`src/rtl/lsu_pkg.sv`:
```
// Shared definitions for the load/store unit: access size codes, error codes,
// FSM states and small decode/format helpers used on the request side.
package lsu_pkg;

  // Access size codes as presented on size_i
  localparam logic [2:0] SizeB  = 3'b000;
  localparam logic [2:0] SizeH  = 3'b001;
  localparam logic [2:0] SizeW  = 3'b010;
  localparam logic [2:0] SizeBu = 3'b100;
  localparam logic [2:0] SizeHu = 3'b101;

  typedef enum logic [1:0] {
    ErrNone     = 2'b00,
    ErrMisalign = 2'b01,
    ErrSize     = 2'b10,
    ErrTimeout  = 2'b11
  } lsu_err_e;

  typedef enum logic [1:0] {
    StIdle,
    StAccess,
    StDone
  } lsu_state_e;

  function automatic logic size_legal(input logic [2:0] size);
    return (size == SizeB) || (size == SizeH) || (size == SizeW) ||
           (size == SizeBu) || (size == SizeHu);
  endfunction

  // Only meaningful for legal sizes; size[1:0] is 00 byte, 01 half, 10 word.
  function automatic logic size_misaligned(input logic [2:0] size, input logic [1:0] off);
    logic mis;
    unique case (size[1:0])
      2'b01:   mis = off[0];
      2'b10:   mis = (off != 2'b00);
      default: mis = 1'b0;
    endcase
    return mis;
  endfunction

  function automatic logic [3:0] store_be(input logic [2:0] size, input logic [1:0] off);
    logic [3:0] be;
    unique case (size[1:0])
      2'b00:   be = 4'b0001 << off;
      2'b01:   be = off[1] ? 4'b1100 : 4'b0011;
      default: be = 4'b1111;
    endcase
    return be;
  endfunction

  // Replicate the right-aligned store datum into every lane it could land in.
  function automatic logic [31:0] store_wdata(input logic [2:0] size, input logic [31:0] wd);
    logic [31:0] rep;
    unique case (size[1:0])
      2'b00:   rep = {4{wd[7:0]}};
      2'b01:   rep = {2{wd[15:0]}};
      default: rep = wd;
    endcase
    return rep;
  endfunction

endpackage

```
`src/rtl/lsu_load_align.sv`:
```
// Load-data formatter: picks the addressed byte/halfword lane out of the bus
// read word and sign- or zero-extends it to 32 bits.
//   rdata_i  : raw bus read word
//   offset_i : byte offset within the word (addr[1:0] of the access)
//   size_i   : access size code (B/H/W/BU/HU)
//   data_o   : formatted 32-bit load result
module lsu_load_align
  import lsu_pkg::*;
(
  input  logic [31:0] rdata_i,
  input  logic [1:0]  offset_i,
  input  logic [2:0]  size_i,
  output logic [31:0] data_o
);

  logic [7:0]  byte_sel;
  logic [15:0] half_sel;
  logic        sext;

  // size_i[2] set means the unsigned variants
  assign sext = ~size_i[2];

  always_comb begin
    byte_sel = rdata_i[7:0];
    unique case (offset_i)
      2'd0: byte_sel = rdata_i[7:0];
      2'd1: byte_sel = rdata_i[15:8];
      2'd2: byte_sel = rdata_i[23:16];
      2'd3: byte_sel = rdata_i[31:24];
      default: byte_sel = rdata_i[7:0];
    endcase
  end

  assign half_sel = offset_i[1] ? rdata_i[31:16] : rdata_i[15:0];

  always_comb begin
    data_o = rdata_i;
    unique case (size_i[1:0])
      2'b00:   data_o = {{24{sext & byte_sel[7]}}, byte_sel};
      2'b01:   data_o = {{16{sext & half_sel[15]}}, half_sel};
      default: data_o = rdata_i;
    endcase
  end

endmodule

```
`src/rtl/load_store_unit.sv`:
```
// Memory access stage of the multicycle CPU. Accepts one load/store request
// from the control FSM, runs a single req/ready transaction on the data bus,
// formats load data for the memory data register and reports errors.
//   clk, rst          : clock, synchronous active-high reset
//   start_i .. wdata_i: request (pulse, direction, size code, address, data)
//   mem_*_o           : registered bus request, held while mem_req_o is high
//   mem_rdata_i/ready : bus response
//   load_data_o       : last successful load result
//   busy_o/done_o     : transaction in flight / one-cycle completion pulse
//   err_o/err_code_o  : error flag and code, valid with done_o
module load_store_unit
  import lsu_pkg::*;
#(
  parameter int unsigned TIMEOUT = 255,
  parameter int unsigned CNT_W   = 8
) (
  input  logic        clk,
  input  logic        rst,
  input  logic        start_i,
  input  logic        we_i,
  input  logic [2:0]  size_i,
  input  logic [31:0] addr_i,
  input  logic [31:0] wdata_i,
  output logic        mem_req_o,
  output logic        mem_we_o,
  output logic [31:0] mem_addr_o,
  output logic [3:0]  mem_be_o,
  output logic [31:0] mem_wdata_o,
  input  logic [31:0] mem_rdata_i,
  input  logic        mem_ready_i,
  output logic [31:0] load_data_o,
  output logic        busy_o,
  output logic        done_o,
  output logic        err_o,
  output logic [1:0]  err_code_o
);

  localparam logic [CNT_W-1:0] CntLast = CNT_W'(TIMEOUT - 1);

  lsu_state_e        state_q, state_d;
  lsu_err_e          err_code_q, err_code_d;
  logic [CNT_W-1:0]  cnt_q, cnt_d;
  logic              mem_req_q, mem_req_d;
  logic              mem_we_q, mem_we_d;
  logic [31:0]       mem_addr_q, mem_addr_d;
  logic [3:0]        mem_be_q, mem_be_d;
  logic [31:0]       mem_wdata_q, mem_wdata_d;
  logic [1:0]        off_q, off_d;
  logic [2:0]        size_q, size_d;
  logic [31:0]       load_data_q, load_data_d;
  logic [31:0]       load_fmt;

  // Offset and size are latched with the request so the formatter sees the
  // access's own attributes, not whatever the CPU drives during ACCESS.
  lsu_load_align u_load_align (
    .rdata_i  (mem_rdata_i),
    .offset_i (off_q),
    .size_i   (size_q),
    .data_o   (load_fmt)
  );

  always_comb begin
    state_d     = state_q;
    err_code_d  = err_code_q;
    cnt_d       = cnt_q;
    mem_req_d   = mem_req_q;
    mem_we_d    = mem_we_q;
    mem_addr_d  = mem_addr_q;
    mem_be_d    = mem_be_q;
    mem_wdata_d = mem_wdata_q;
    off_d       = off_q;
    size_d      = size_q;
    load_data_d = load_data_q;

    unique case (state_q)
      StIdle: begin
        err_code_d = ErrNone;
        if (start_i) begin
          if (!size_legal(size_i)) begin
            err_code_d = ErrSize;
            state_d    = StDone;
          end else if (size_misaligned(size_i, addr_i[1:0])) begin
            err_code_d = ErrMisalign;
            state_d    = StDone;
          end else begin
            mem_req_d   = 1'b1;
            mem_we_d    = we_i;
            mem_addr_d  = {addr_i[31:2], 2'b00};
            mem_be_d    = store_be(size_i, addr_i[1:0]);
            mem_wdata_d = we_i ? store_wdata(size_i, wdata_i) : 32'h0;
            off_d       = addr_i[1:0];
            size_d      = size_i;
            cnt_d       = '0;
            state_d     = StAccess;
          end
        end
      end

      StAccess: begin
        if (mem_ready_i) begin
          if (!mem_we_q) begin
            load_data_d = load_fmt;
          end
          mem_req_d  = 1'b0;
          err_code_d = ErrNone;
          state_d    = StDone;
        end else if (cnt_q == CntLast) begin
          mem_req_d  = 1'b0;
          err_code_d = ErrTimeout;
          state_d    = StDone;
        end else begin
          cnt_d = cnt_q + 1'b1;
        end
      end

      StDone: begin
        err_code_d = ErrNone;
        state_d    = StIdle;
      end

      default: begin
        err_code_d = ErrNone;
        mem_req_d  = 1'b0;
        state_d    = StIdle;
      end
    endcase
  end

  always_ff @(posedge clk) begin
    if (rst) begin
      state_q     <= StIdle;
      err_code_q  <= ErrNone;
      cnt_q       <= '0;
      mem_req_q   <= 1'b0;
      mem_we_q    <= 1'b0;
      mem_addr_q  <= 32'h0;
      mem_be_q    <= 4'h0;
      mem_wdata_q <= 32'h0;
      off_q       <= 2'b00;
      size_q      <= 3'b000;
      load_data_q <= 32'h0;
    end else begin
      state_q     <= state_d;
      err_code_q  <= err_code_d;
      cnt_q       <= cnt_d;
      mem_req_q   <= mem_req_d;
      mem_we_q    <= mem_we_d;
      mem_addr_q  <= mem_addr_d;
      mem_be_q    <= mem_be_d;
      mem_wdata_q <= mem_wdata_d;
      off_q       <= off_d;
      size_q      <= size_d;
      load_data_q <= load_data_d;
    end
  end

  assign mem_req_o   = mem_req_q;
  assign mem_we_o    = mem_we_q;
  assign mem_addr_o  = mem_addr_q;
  assign mem_be_o    = mem_be_q;
  assign mem_wdata_o = mem_wdata_q;
  assign load_data_o = load_data_q;
  assign busy_o      = (state_q != StIdle);
  assign done_o      = (state_q == StDone);
  // err_code_q is only non-zero in DONE, so it needs no gating on the output
  assign err_o       = done_o && (err_code_q != ErrNone);
  assign err_code_o  = err_code_q;

endmodule
```
`config.mk`:
```
export PLATFORM = sky130hd
export DESIGN_NAME = load_store_unit
export DESIGN_NICKNAME = d
export VERILOG_FILES = /design/src/rtl/lsu_pkg.sv /design/src/rtl/lsu_load_align.sv /design/src/rtl/load_store_unit.sv
export SDC_FILE = /design/constraint.sdc
export NUM_CORES = 1
export LEC_CHECK = 0
export ABC_AREA = 1
export CAP_MARGIN = 30
export CELL_PAD_IN_SITES_DETAIL_PLACEMENT = 0
export CELL_PAD_IN_SITES_GLOBAL_PLACEMENT = 2
export CORE_MARGIN = 1
export CORE_UTILIZATION = 23
export CTS_BUF_LIST = sky130_fd_sc_hd__clkbuf_4 sky130_fd_sc_hd__clkbuf_8
export CTS_CLUSTER_SIZE = 30
export DETAILED_ROUTE_END_ITERATION = 12
export PLACE_DENSITY = 0.9
export SLEW_MARGIN = 20
export SYNTH_ARGS = -nofsm -noshare
export SYNTH_HDL_FRONTEND = slang
export SYNTH_SLANG_ARGS = --single-unit
```
`constraint.sdc`:
```
create_clock -name clk -period 2.3 [get_ports clk]
set_input_delay 0.69 -clock clk [delete_from_list [all_inputs] [get_ports clk]]
set_output_delay 0.69 -clock clk [all_outputs]
set_load 0.005 [all_outputs]
```
==> After elaboration in Yosys (flattened, before gate mapping) <==
Index checks and enable logic that the tools add are counted.
{ "word_totals": {"register_bits": 117, "wordCells": 92, "in_bits": 104} }
{ "classes": {"n_mux": 35, "bitwise_logic": 6, "shift": 1, "n_eq_ne": 19, "reduce_logical": 19, "addsub": 1} }
{ "ops": {"columns": ["operator", "n"], "rows": [
  ["$pmux 32 s2", 2],
  ["$mux 8", 5],
  ["$mux 32", 1],
  ["$pmux 8 s4", 1],
  ["$mux 2", 9],
  ["$mux 16", 1],
  ["$pmux 8 s2", 1],
  ["$ne 2x2->1 const B", 5],
  ["$mux 1", 9],
  ["$add 8x1->8 const B", 1],
  ["$eq 2x1->1 const B", 4],
  ["$eq 2x2->1 const B", 4],
  ["$eq 8x8->1 const B", 1],
  ["$logic_not 2->1", 4],
  ["$pmux 2 s2", 2],
  ["$pmux 4 s2", 1],
  ["$reduce_bool 2->1", 4],
  ["$eq 3x3->1 const B", 2],
  ["$reduce_and 6->1", 1],
  ["$reduce_and 5->1", 1],
  ["$logic_or 1x1->1", 4],
  ["$mux 4", 1],
  ["$not 1->1", 4],
  ["$reduce_and 4->1", 1],
  ["other kinds (11)", 12]
]} }

==> Logic depth before layout (Yosys ltp) <==
{ "depth": {"word_depth": 12, "depth_mapped": 11, "depth_no_buf": 11} }

==> Cells and area by module <==
Synthesis repeated with hierarchy kept, for this count alone.
{ "unflattened": {"cells_unflattened": 860, "hier_area_um2": 5734.2} }
{ "modules_own_cells": {"columns": ["module", "instances", "area_each_um2", "cells_per_inst"], "rows": [
  ["load_store_unit", 1, 4854.7, 691],
  ["lsu_load_align", 1, 879.6, 169]
]} }

==> Least setup slack after synthesis <==
Ideal clock, no wire load.
{ "synth_path": {"kind": "input to register", "from": "input port size_i[1]", "to": "register mem_wdata_q[31], in the netlist mem_wdata_o[31]", "arrival_time_ps": 2028, "path_stages": 10, "path_buffers": 2, "t_required_ps": 2168, "slack_ps": 140, "path_cell_list": "clkinv_1 ha_1 nor2_1 buf_2 inv_2 buf_2 nor2_1 nor2_1 nand2_1 a21oi_1"} }
{ "synth_between": {"elab_chain_len": 7, "elab_cells_between_ends": 20} }
{ "synth_rtl": {"columns": ["element", "line_no", "source"], "rows": [
  ["from (decl)", "load_store_unit.sv:21", "input logic [2:0] size_i,"],
  ["$eq 2x2->1 or $eq 2x1->1 (tied branches)", "lsu_pkg.sv:33, lsu_pkg.sv:54", null],
  ["$pmux 1 s2", "lsu_pkg.sv:33", "unique case (size[1:0])"],
  ["$mux 1", "load_store_unit.sv:79", "if (!size_legal(size_i)) begin"],
  ["$mux 1", "load_store_unit.sv:78", "if (start_i) begin"],
  ["$mux 1", "load_store_unit.sv:75", "unique case (state_q)"],
  ["$not 1->1 (no line)", null, null],
  ["$reduce_and 4->1 (no line)", null, null],
  ["to (signal assigned)", "load_store_unit.sv:150", "mem_wdata_q <= mem_wdata_d;"],
  ["to (decl)", "load_store_unit.sv:47", "logic [31:0] mem_wdata_q, mem_wdata_d;"]
]} }
Several ways; a longest one is shown, not always the timed one. The select of a mux whose other input is x is not followed.
A chain may end at the register's enable or synchronous reset.

==> Worst setup path in the final report <==
{ "layout_path": {"from": "register state_q[0]", "to": "output port busy_o"} }
{ "layout_between": {"elab_chain_len": 1} }
{ "layout_rtl": {"columns": ["element", "line_no", "source"], "rows": [
  ["from (decl)", "load_store_unit.sv:40", "lsu_state_e state_q, state_d;"],
  ["from (signal assigned)", "load_store_unit.sv:131", "state_q <= StIdle;"],
  ["from (signal assigned)", "load_store_unit.sv:143", "state_q <= state_d;"],
  ["$reduce_bool 2->1", "load_store_unit.sv:163", "assign busy_o = (state_q != StIdle);"],
  ["to (decl)", "load_store_unit.sv:32", "output logic busy_o,"]
]} }
No other way between the ends.

==> metrics.md <==
| Metric | Value |
|---|---|
| Status | `complete, no violations` |
| Routed Antenna Nets | `0` |
| Slowest cell on the critical path | `clkdlybuf4s50_1` |
| Leakage | `0.00337 uW` |
| Layout cell share with drive strength beyond 1 | `8.86%` |
| Finished Layout Cells | `1380` |
| Worst setup EP type | `primary output` |
| Max cap viols | `0` |
| Placeable Area | `23500 sq um` |
| Final Max Slew Viols | `0` |
| Final #Nets | `1157` |
| Root Driver | `clkbuf_8` |
| Vias | `5872` |
| Drt drc | `0` |
| Detail Placement HPWL | `14100 microns` |
| Yosys cell types | `34` |
| # fillers | `2535` |
| Top delay family on crit path | `buffers and inverters` |
| Setup violations, final | `0` |
| Crit path largest cell delay | `0.54 ns` |
| Die span in x | `157 microns` |
| Final worst path period share | `94.8%` |
| Critical Path Start Type | `register` |
| Worst-path cell chain | `nor2_4 -> inv_2 -> clkdlybuf4s50_1` |
| Worst-margin pin slew | `0.799 ns` |
| Setup CP Type | `register to primary output` |
| Post-synth top area share | `42.2%` |
| Worst Path Required | `1.61 ns` |
| Vias in the first global route | `5453` |
| Die Y | `157 microns` |
| Clk slew on worst S/H paths | `0.08 ns` |
| Io pins | `211` |
| Pre-antenna DRT Iters | `5` |
| Ant. Diodes | `0` |
| Row count | `56` |
| Sequential group share of total power | `41.0%` |
| Routed WL | `19300 microns` |
| P_sw | `1750 uW` |
| I/O Buffers | `208` |
| Sw Ratio | `31.8%` |
| Cell Area, Synth | `5550 sq um` |
| Largest area contributor in the netlist | `dfxtp_1` |
| RSZ-0062 raised after global routing | `no` |
| PD cells | `646 nW/um^2` |
| Worst clock skew | `0.0141 ns` |
| GP Congestion | `0.775` |
| Footprint of the multi-input gates | `2720 sq um` |
| DIE AREA | `24800 sq um` |
| First-pass GRT wire length | `29500 microns` |
| Internal power | `3760 uW` |
| Cts bufs inserted | `17` |
| Commonest cells after routing, fill and taps aside | `206 x clkdlybuf4s50_1, 185 x nand2_1, 175 x nor2_1, 115 x dfxtp_1, 100 x o21ai_0` |
| Clock power frac | `34.6%` |
| Crit path time final | `2.18 ns` |
| Worst hold path type | `register to register` |
| Register Area | `2340 sq um` |
| Routed vias/inst | `4.26` |
| Clock sinks | `117` |
| Yosys reg bits | `117` |
| Maximum VDD drop | `0.310 mV` |
| TritonCTS clock tree | `yes` |
| Fin. Hold Viols | `0` |
| Max Freq | `459 MHz` |
| Initial drt markers | `296` |
| Starting density of the core | `23.6%` |
| Worst slew margin | `46.7%` |
| WL per Instance | `14.0 microns` |
| Area Overhead vs Synth | `53.6%` |
| Pin count of the biggest net entering global routing | `69` |
| GRT overflow | `0` |
| Setup TNS Final | `0 ns` |
| Buffers & Inverters on Critical Path | `2` |
| Commonest non-fill, non-tap cell in the layout | `clkdlybuf4s50_1` |
| Clock Latency Late Sink | `0.45 ns` |
| Comb power frac | `24.4%` |
| Worst Path Max Fanout | `4` |
| CTS max path bufs | `2` |
| Worst EP arrival | `1.49 ns` |
| Synth warn | `0` |
| CTS H-tree lvls | `4` |
| Synth Area per Inst | `6.71 sq um` |
| Syn Inst Count | `828` |
| Initial antenna violation count | `0` |
| Inst Count DP | `1348` |
| GRT Total Usage | `15.6%` |
| Synth area leaders | `dfxtp_1 42%, nand2_1 13%, nor2_1 12%` |
| Post-synthesis sequential area ratio | `42.2%` |
## area by class of cell
type | instances | share of cell area [%]
multi-input combinational | 601 | 31.8
timing repair buffer | 247 | 28.6
sequential | 117 | 27.5
tap | 319 | 4.68
clock buffer | 18 | 2.90
inverter | 64 | 2.84
clock inverter | 14 | 1.61
## through the flow
step / power (uW) / instance area, sq um / hold WS (ns) / setup WS (ns) / util (%)
after floorplan: 2930 / 5560 / 0.460 / 0.140 / -
after global placement: 3660 / 8140 / 0.453 / -0.276 / 34.6
after detailed placement: 3670 / 8140 / 0.458 / -0.342 / 34.6
after CTS: 5620 / 8530 / 0.471 / 0.0201 / 36.2
after global routing: 5850 / 8530 / 0.488 / 0.00512 / 36.2
final: 5510 / 8530 / 0.469 / 0.120 / 36.2
## cell usage after synthesis, drive strengths merged
library cell  instances
nand3                24
o211ai                7
a31oi                 6
nor2                177
dfxtp               117
nand2               191
a211oi                2
nand4                 4
xor2                  2
nand3b                1
xnor2                 1
clkinv                2
buf                  26
ha                    5
conb                  1
a21oi                74
or2                   2
and2                  1
clkbuf               21
nor3                  1
o21ai               101
inv                  62
## cells by family after synthesis
kind of cell	share of synthesized area, %
adder cells (fa/ha/maj)	1.13
flip-flops	42.2
buffers and inverters	8.97
XOR/XNOR	0.473
other	0.0675
AO/OA/AOI/OAI	17.9
AND/OR/NAND/NOR	29.3
## flip-flops by register name (all words and copies together) (netlist names)
| signal | count |
|---|---|
| cnt_q | 8 |
| err_code_o | 2 |
| load_data_o | 32 |
| mem_addr_o | 30 |
| mem_be_o | 4 |
| mem_req_o | 1 |
| mem_wdata_o | 32 |
| mem_we_o | 1 |
| off_q | 2 |
| size_q | 3 |
| state_q | 2 |
## layer usage
metal	vias up	wire, microns	global-route usage, %	part of all wire, %
met1	2601	9080	20.7	47
met4	0	143	4.16	0.74
met3	9	1340	4.24	7.0
li1	3085	-	-	-
met5	-	0	0	0
met2	177	8750	24.7	45
## tightest hold or removal path: cells and delay by family, from the launching register on
family             cells  cell delay [ns]
DFF                    1             0.32
AOI/OAI and AO/OA      1             0.05
and+or+nand+nor        1             0.06
## path summary, 6_finish.rpt
kind                                      from                            to  slack [ns]  cells after the start
setup / recovery       state_q[0]$_SDFFE_PP0P_                        busy_o        0.12                      3
hold / removal    mem_wdata_o[23]$_SDFFE_PP0P_  mem_wdata_o[23]$_SDFFE_PP0P_        0.47                      2
setup reg to reg         off_q[1]$_SDFFE_PP0P_   load_data_o[3]$_SDFFE_PP0P_        0.58                      7
hold reg to reg   mem_wdata_o[23]$_SDFFE_PP0P_  mem_wdata_o[23]$_SDFFE_PP0P_        0.47                      2
## power groups by stage
| stage | clock network (uW) | logic [uW] | registers [uW] |
|---|---|---|---|
| finish | 1910 | 1340 | 2260 |
| global route | 2070 | 1500 | 2280 |
| CTS | 1990 | 1370 | 2260 |
| detailed placement | 0 | 1360 | 2310 |
| global placement | 0 | 1360 | 2310 |
| floorplan | 0 | 623 | 2310 |
## what timing repair did
| action | in CTS | in global routing |
|---|---|---|
| buffers inserted | 0 | 0 |
| resized for setup | 2 | 3 |
| hold buffers | 0 | 0 |
| endpoints found under the setup margin | 1 | 3 |
Note: power is estimated with default switching activity, not from simulation.
